--- src/rtl/bwd_ctrl_pipe.sv ---
// Elastic backward-extension control pipeline: carries per-read context, splits finish tokens from BWT occurrence-line requests.
// Latency: STAGES cycles from presentation to req_valid/fin_valid; query-ahead strobe one cycle before req_valid.
// Backpressure: per-stage valid/ready; ready ripples combinationally from req_ready/fin_ready to in_ready, strict FIFO order.
module bwd_ctrl_pipe #(
    parameter int         READ_NUM_WIDTH = 6,
    parameter int         POS_WIDTH      = 7,
    parameter int         STAGES         = 3,
    parameter int         MEM_ADDR_WIDTH = 42,
    parameter int         LINE_SHIFT     = 7,
    parameter logic [5:0] FINISH_CODE    = 6'h3F
) (
    input  logic                          clk,
    input  logic                          rst,
    input  logic                          flush,
    input  logic                          in_valid,
    output logic                          in_ready,
    input  logic [READ_NUM_WIDTH-1:0]     in_read_num,
    input  logic [5:0]                    in_status,
    input  logic [POS_WIDTH-1:0]          in_pos,
    input  logic [POS_WIDTH-1:0]          in_mem_size,
    input  logic [63:0]                   in_k,
    input  logic [63:0]                   in_l,
    output logic                          req_valid,
    input  logic                          req_ready,
    output logic [READ_NUM_WIDTH-1:0]     req_read_num,
    output logic [POS_WIDTH-1:0]          req_pos,
    output logic [63:0]                   req_k,
    output logic [63:0]                   req_l,
    output logic [MEM_ADDR_WIDTH-1:0]     req_addr_k,
    output logic [MEM_ADDR_WIDTH-1:0]     req_addr_l,
    output logic                          req_same_line,
    output logic                          fin_valid,
    input  logic                          fin_ready,
    output logic [READ_NUM_WIDTH-1:0]     fin_read_num,
    output logic [POS_WIDTH-1:0]          fin_mem_size,
    output logic                          q_valid,
    output logic [READ_NUM_WIDTH-1:0]     q_read_num,
    output logic [POS_WIDTH-1:0]          q_pos,
    output logic [$clog2(STAGES+1)-1:0]   occupancy
);

    localparam int LAST  = STAGES - 1;
    localparam int OCC_W = $clog2(STAGES + 1);
    localparam logic [STAGES-1:0] ALL_ONES = '1;

    typedef struct packed {
        logic [READ_NUM_WIDTH-1:0] read_num;
        logic [5:0]                status;
        logic [POS_WIDTH-1:0]      pos;
        logic [POS_WIDTH-1:0]      mem_size;
        logic [63:0]               k;
        logic [63:0]               l;
    } tok_t;

    tok_t                      stg_dat [STAGES];
    tok_t                      src_dat [STAGES];
    logic [STAGES-1:0]         stg_vld;
    logic [STAGES-1:0]         src_vld;
    logic [STAGES-1:0]         stg_load;
    logic [STAGES-1:0]         vld_nxt;
    logic [MEM_ADDR_WIDTH-1:0] addr_k_q;
    logic [MEM_ADDR_WIDTH-1:0] addr_l_q;
    logic [OCC_W-1:0]          occ_q;
    logic                      go;
    logic                      last_fin;
    logic                      out_move;

    assign go       = rst & ~flush;
    assign last_fin = (stg_dat[LAST].status == FINISH_CODE);
    assign out_move = stg_vld[LAST] & go & (last_fin ? fin_ready : req_ready);

    always_comb begin
        src_dat[0] = {in_read_num, in_status, in_pos, in_mem_size, in_k, in_l};
        src_vld[0] = in_valid;
        for (int s = 1; s < STAGES; s++) begin
            src_dat[s] = stg_dat[s-1];
            src_vld[s] = stg_vld[s-1];
        end
    end

    // A stage can load iff some stage at or after it is empty, or the head leaves;
    // this closed form avoids a combinational chain through the load vector.
    always_comb begin
        stg_load = '0;
        vld_nxt  = '0;
        for (int s = 0; s < STAGES; s++) begin
            stg_load[s] = (|(~stg_vld & (ALL_ONES << s))) | out_move;
            vld_nxt[s]  = stg_load[s] ? src_vld[s] : stg_vld[s];
        end
    end

    always_ff @(posedge clk) begin
        if (!rst) begin
            stg_vld  <= '0;
            occ_q    <= '0;
            addr_k_q <= '0;
            addr_l_q <= '0;
            for (int s = 0; s < STAGES; s++) begin
                stg_dat[s] <= '0;
            end
        end else if (flush) begin
            stg_vld <= '0;
            occ_q   <= '0;
        end else begin
            stg_vld <= vld_nxt;
            occ_q   <= OCC_W'($countones(vld_nxt));
            for (int s = 0; s < STAGES; s++) begin
                if (stg_load[s]) begin
                    stg_dat[s] <= src_dat[s];
                end
            end
            // l is an exclusive bound, so the last occurrence needed is at l-1 (wraps for l = 0)
            if (stg_load[LAST]) begin
                addr_k_q <= MEM_ADDR_WIDTH'(src_dat[LAST].k >> LINE_SHIFT);
                addr_l_q <= MEM_ADDR_WIDTH'(64'(src_dat[LAST].l - 64'd1) >> LINE_SHIFT);
            end
        end
    end

    assign in_ready      = stg_load[0] & go;

    assign req_valid     = stg_vld[LAST] & ~last_fin & go;
    assign req_read_num  = stg_dat[LAST].read_num;
    assign req_pos       = stg_dat[LAST].pos;
    assign req_k         = stg_dat[LAST].k;
    assign req_l         = stg_dat[LAST].l;
    assign req_addr_k    = addr_k_q;
    assign req_addr_l    = addr_l_q;
    assign req_same_line = (addr_k_q == addr_l_q);

    assign fin_valid     = stg_vld[LAST] & last_fin & go;
    assign fin_read_num  = stg_dat[LAST].read_num;
    assign fin_mem_size  = stg_dat[LAST].mem_size;

    assign q_valid       = stg_vld[LAST-1] & (stg_dat[LAST-1].status != FINISH_CODE)
                         & stg_load[LAST] & go;
    assign q_read_num    = stg_dat[LAST-1].read_num;
    assign q_pos         = stg_dat[LAST-1].pos;

    assign occupancy     = occ_q;

endmodule

--- config.mk ---
export PLATFORM = sky130hd
export DESIGN_NAME = bwd_ctrl_pipe
export DESIGN_NICKNAME = d
export VERILOG_FILES = /design/src/rtl/bwd_ctrl_pipe.sv
export SDC_FILE = /design/constraint.sdc
export NUM_CORES = 1
export LEC_CHECK = 0
export BUFFER_PORTS_ARGS = -buffer_cell sky130_fd_sc_hd__buf_4
export CAP_MARGIN = 20
export CORE_UTILIZATION = 37
export DETAILED_ROUTE_END_ITERATION = 7
export GPL_TIMING_DRIVEN = 0
export PLACE_DENSITY_LB_ADDON = 0.08
export SYNTH_ARGS = -nofsm -noshare
export SYNTH_HDL_FRONTEND = slang
export SYNTH_SLANG_ARGS = --single-unit
--- constraint.sdc ---
create_clock -name clk -period 23 [get_ports clk]
set_input_delay 2.3 -clock clk [delete_from_list [all_inputs] [get_ports clk]]
set_output_delay 2.3 -clock clk [all_outputs]
set_load 0.02 [all_outputs]
==> key figures <==
CTS
  – Buffer depth of the longest clock path: 3
  – CTS Buf Count: 59
  – Reg clk slew, reported paths: 0.06 ns
  – CTS tree: done
  – PostCTS Resize Cnt: 0
  – Clock latency on the worst-skew pair: 0.61 ns
  – Post-CTS Setup Inserts: 0
  – Cts hold-fix bufs: 0
  – Clk sinks: ~550
  – Root Driver: clkbuf_16
  – H-tree depth: 2

Synth
  – Top cells by area in the synthesized netlist: edfxtp_1 (62%), and2_1 (13%), dfxtp_1 (7.9%)
  – Mapped Nets: 1839
  – Mux cell area share after synthesis: less than 1%
  – Main combinational cell family by area after synthesis: simple AND/OR/NAND/NOR gates
  – Top_reg_cell synth: edfxtp_1
  – Fraction of registers with async set/reset: 0%
  – Syn_area_per_cell: 13.4 um2
  – Post-synthesis compound-gate area fraction: 4.14%
  – Number of flops mapped to enable cells by yosys: 462
  – Most common cell in the synthesized netlist: and2_1
  – Netlist cell types: 38
  – Seq/Total Area, Yosys: 69.6%
  – Post-synth top area share: 61.7%
  – Top cells by count, synth: and2_1 (465), edfxtp_1 (462), buf_4 (167)
  – Post-Synth Simple-Gate Area: 17.0%
  – Synth Cell Area: 22500 um2
  – Post-Synthesis Cells: between 1500 and 2000
  – YS warnings: 0
  – Post-Synth Adder-Cell Area: 0.0890%
  – Flops & latches, synth: 551
  – Xor and xnor area share after synthesis: 2.14%
  – Yosys top cell by area: edfxtp_1

Worst setup path
  – Worst-case reg-to-reg path depth: 8
  – WP data arrival: 4.05 ns
  – CP max stage delay: between 0.4 and 0.5 ns
  – Slowest cell on the critical path: clkbuf_1
  – RR Endpoint: req_addr_l[27]
  – Reg2reg start: stg_dat[0][156]
  – Critical path required time: 20.70 ns
  – Startpoint Class: primary input
  – Kind of end point of the critical path: output port
  – Internal reg-to-reg setup slack: between 15 and 20 ns
  – Crit path max fanout: 10
  – Cells along the critical path: buf_4 > nand2b_1 > a21oi_1 > clkbuf_1 > clkbuf_1 > buf_4
  – Setup Crit Path Kind: in2out

Timing
  – Tmin final: 6.35 ns
  – Worst Clk Skew: 0.0161 ns
  – Fin Setup TNS: 0 ns
  – Unrepaired setup endpoints after global routing: false
  – Fmax: 157 MHz
  – Final Max Tran Viols: 0
  – Actual slew at the worst max-slew pin: 1.13 ns
  – Setup Viol. Count Final: 0
  – Final Worst Setup Slack: 16.65 ns
  – Final period util: 27.6%
  – Worst relative slew slack: 23.9%
  – Final hold violation count: 0

Detailed routing
  – Remaining DRCs: 0
  – Drt total wl: between 60000 and 70000 um
  – Post-DR wirelength/cell: 20.1 um
  – Via-to-Cell Ratio: 4.62
  – Initial DRC Count: 726
  – Post-route ant nets: 0
  – First-pass iteration count of the detailed router: 6
  – Via count: 13879

Floorplan
  – Top Ports: 418
  – Die height: 249 um
  – Die width: between 200 and 250 um
  – Core area: 60200 um2
  – Starting Density: 37.3%
  – Cell row count: 90
  – Die area: between 60000 and 70000 um2

Place
  – Pre-CTS WS: 16.58 ns
  – Placed Cells incl. Taps: 2891
  – Detailed-placement wirelength estimate: between 40000 and 50000 um
  – Placed inst area: 26900 um2
  – IO Port Bufs: 417
  – Final RePlAce weighted congestion: 0.828

Layout
  – Area occupied by multi-input gates: 5290 um2
  – Ant diodes: 0
  – Fin util: between 40% and 50%
  – Syn-to-layout area delta: 28.3%
  – Filler Cell Count: 5440
  – Finished layout cell area: 28900 um2
  – Storage cell area: between 15000 and 20000 um2
  – Share of post-route cells with drive strength above 1: about 31%
  – Nets: 2331
  – Non-filler cells, final: 3001

Global routing
  – Met3 Usage GRT: 5.59%
  – Met2 usage: 32.6%
  – Global-route wire length before repair: 88600 um
  – GR Util met1: 24.0%
  – Top Usage Layer GRT: met2
  – Overflow after GRT: 0
  – Vias in the first global route: 13778
  – Largest net degree at the start of global routing: between 60 and 70
  – Initial antenna violation count: 1
  – Gr usage total: 19.5%

Worst hold path
  – Hold Path Depth: 2
  – Hold_sp: req_addr_l[5]
  – WHS Endpoint: req_addr_l[5]
  – Hold Path Class: reg2reg

Outcome
  – Status: complete, no violations

Power
  – Worst vdd ir: 0.0000532 V
  – PwrDens: 82.1 nW/um2
  – Pleak: 0.0119 uW

Flow run
  – Max_cap viols: 0
[where the power goes]
| group | switching (uW) | internal (uW) |
|---|---|---|
| Combinational | 126 | 108 |
| Clock | 385 | 564 |
| Sequential | 35.9 | 1150 |
[per-stage QoR]
step | hold WS (ns) | power (uW)
floorplan | 0.455 | 1330
global placement | 0.475 | 1450
detailed placement | 0.482 | 1450
CTS | 0.488 | 2400
global route | 0.516 | 2460
finish | 0.483 | 2370
[worst max path at each step]
stage	from	depth (start not counted)	slack, ns	endpoint
2_1_floorplan	fin_ready	3	8.75	stg_dat[0][154]
3_3_place_gp	fin_ready	4	2.16	stg_dat[0][204]
3_5_place_dp	flush	6	16.58	in_ready
4_1_cts	flush	6	16.58	in_ready
5_1_grt	flush	6	16.48	in_ready
6_report	flush	6	16.65	in_ready
[flip-flops by register name (all words and copies together) (netlist names)]
signal      cells
req_addr_k     42
stg_vld         3
occupancy       2
stg_dat       462
req_addr_l     42
[layout by cell type, fill, tap and decap left out, types with 10 or more instances in the layout]
cell	n
nand2_1	96
clkbuf_16	61
nor2_1	21
buf_4	584
a21oi_1	61
nand4_1	14
and2_1	465
edfxtp_1	462
dfxtp_1	89
xor2_1	13
a31oi_1	18
xnor2_1	42
o21ai_0	44
nor4_1	13
or3_1	15
clkbuf_1	106
nor3_1	10
[cell type report]
type | instances | share of cell area [%]
sequential | 551 | 54.2
multi-input combinational | 873 | 18.3
timing repair buffer | 431 | 11.9
clock buffer | 90 | 5.91
buffer | 252 | 5.45
tap | 782 | 3.39
clock inverter | 20 | 0.776
inverter | 2 | 0.0260
[worst max-delay path, delay by kind of cell]
family / cells / cell delay, ns
buf+inv: 4 / 1.24
compound gates: 1 / 0.28
simple gates: 1 / 0.21
[cell families (layout without fill, tap and decap cells)]
kind of cell,count (synthesis),count (layout)
buffers and inverters,254,795
adders and majority gates,1,1
AOI/OAI and AO/OA,159,159
muxes,1,1
DFF,551,551
xor gates and xnor gates,55,55
and+or+nand+nor,657,657
[metal layers]
layer  share of wire [%]  vias to the layer above
li1                    -                     6656
met1                  41                     6701
met2                  49                      418
met3                 7.2                      102
met4                 3.3                        2
met5               0.020                        -
No activity file was read; power rests on OpenSTA's default activity.
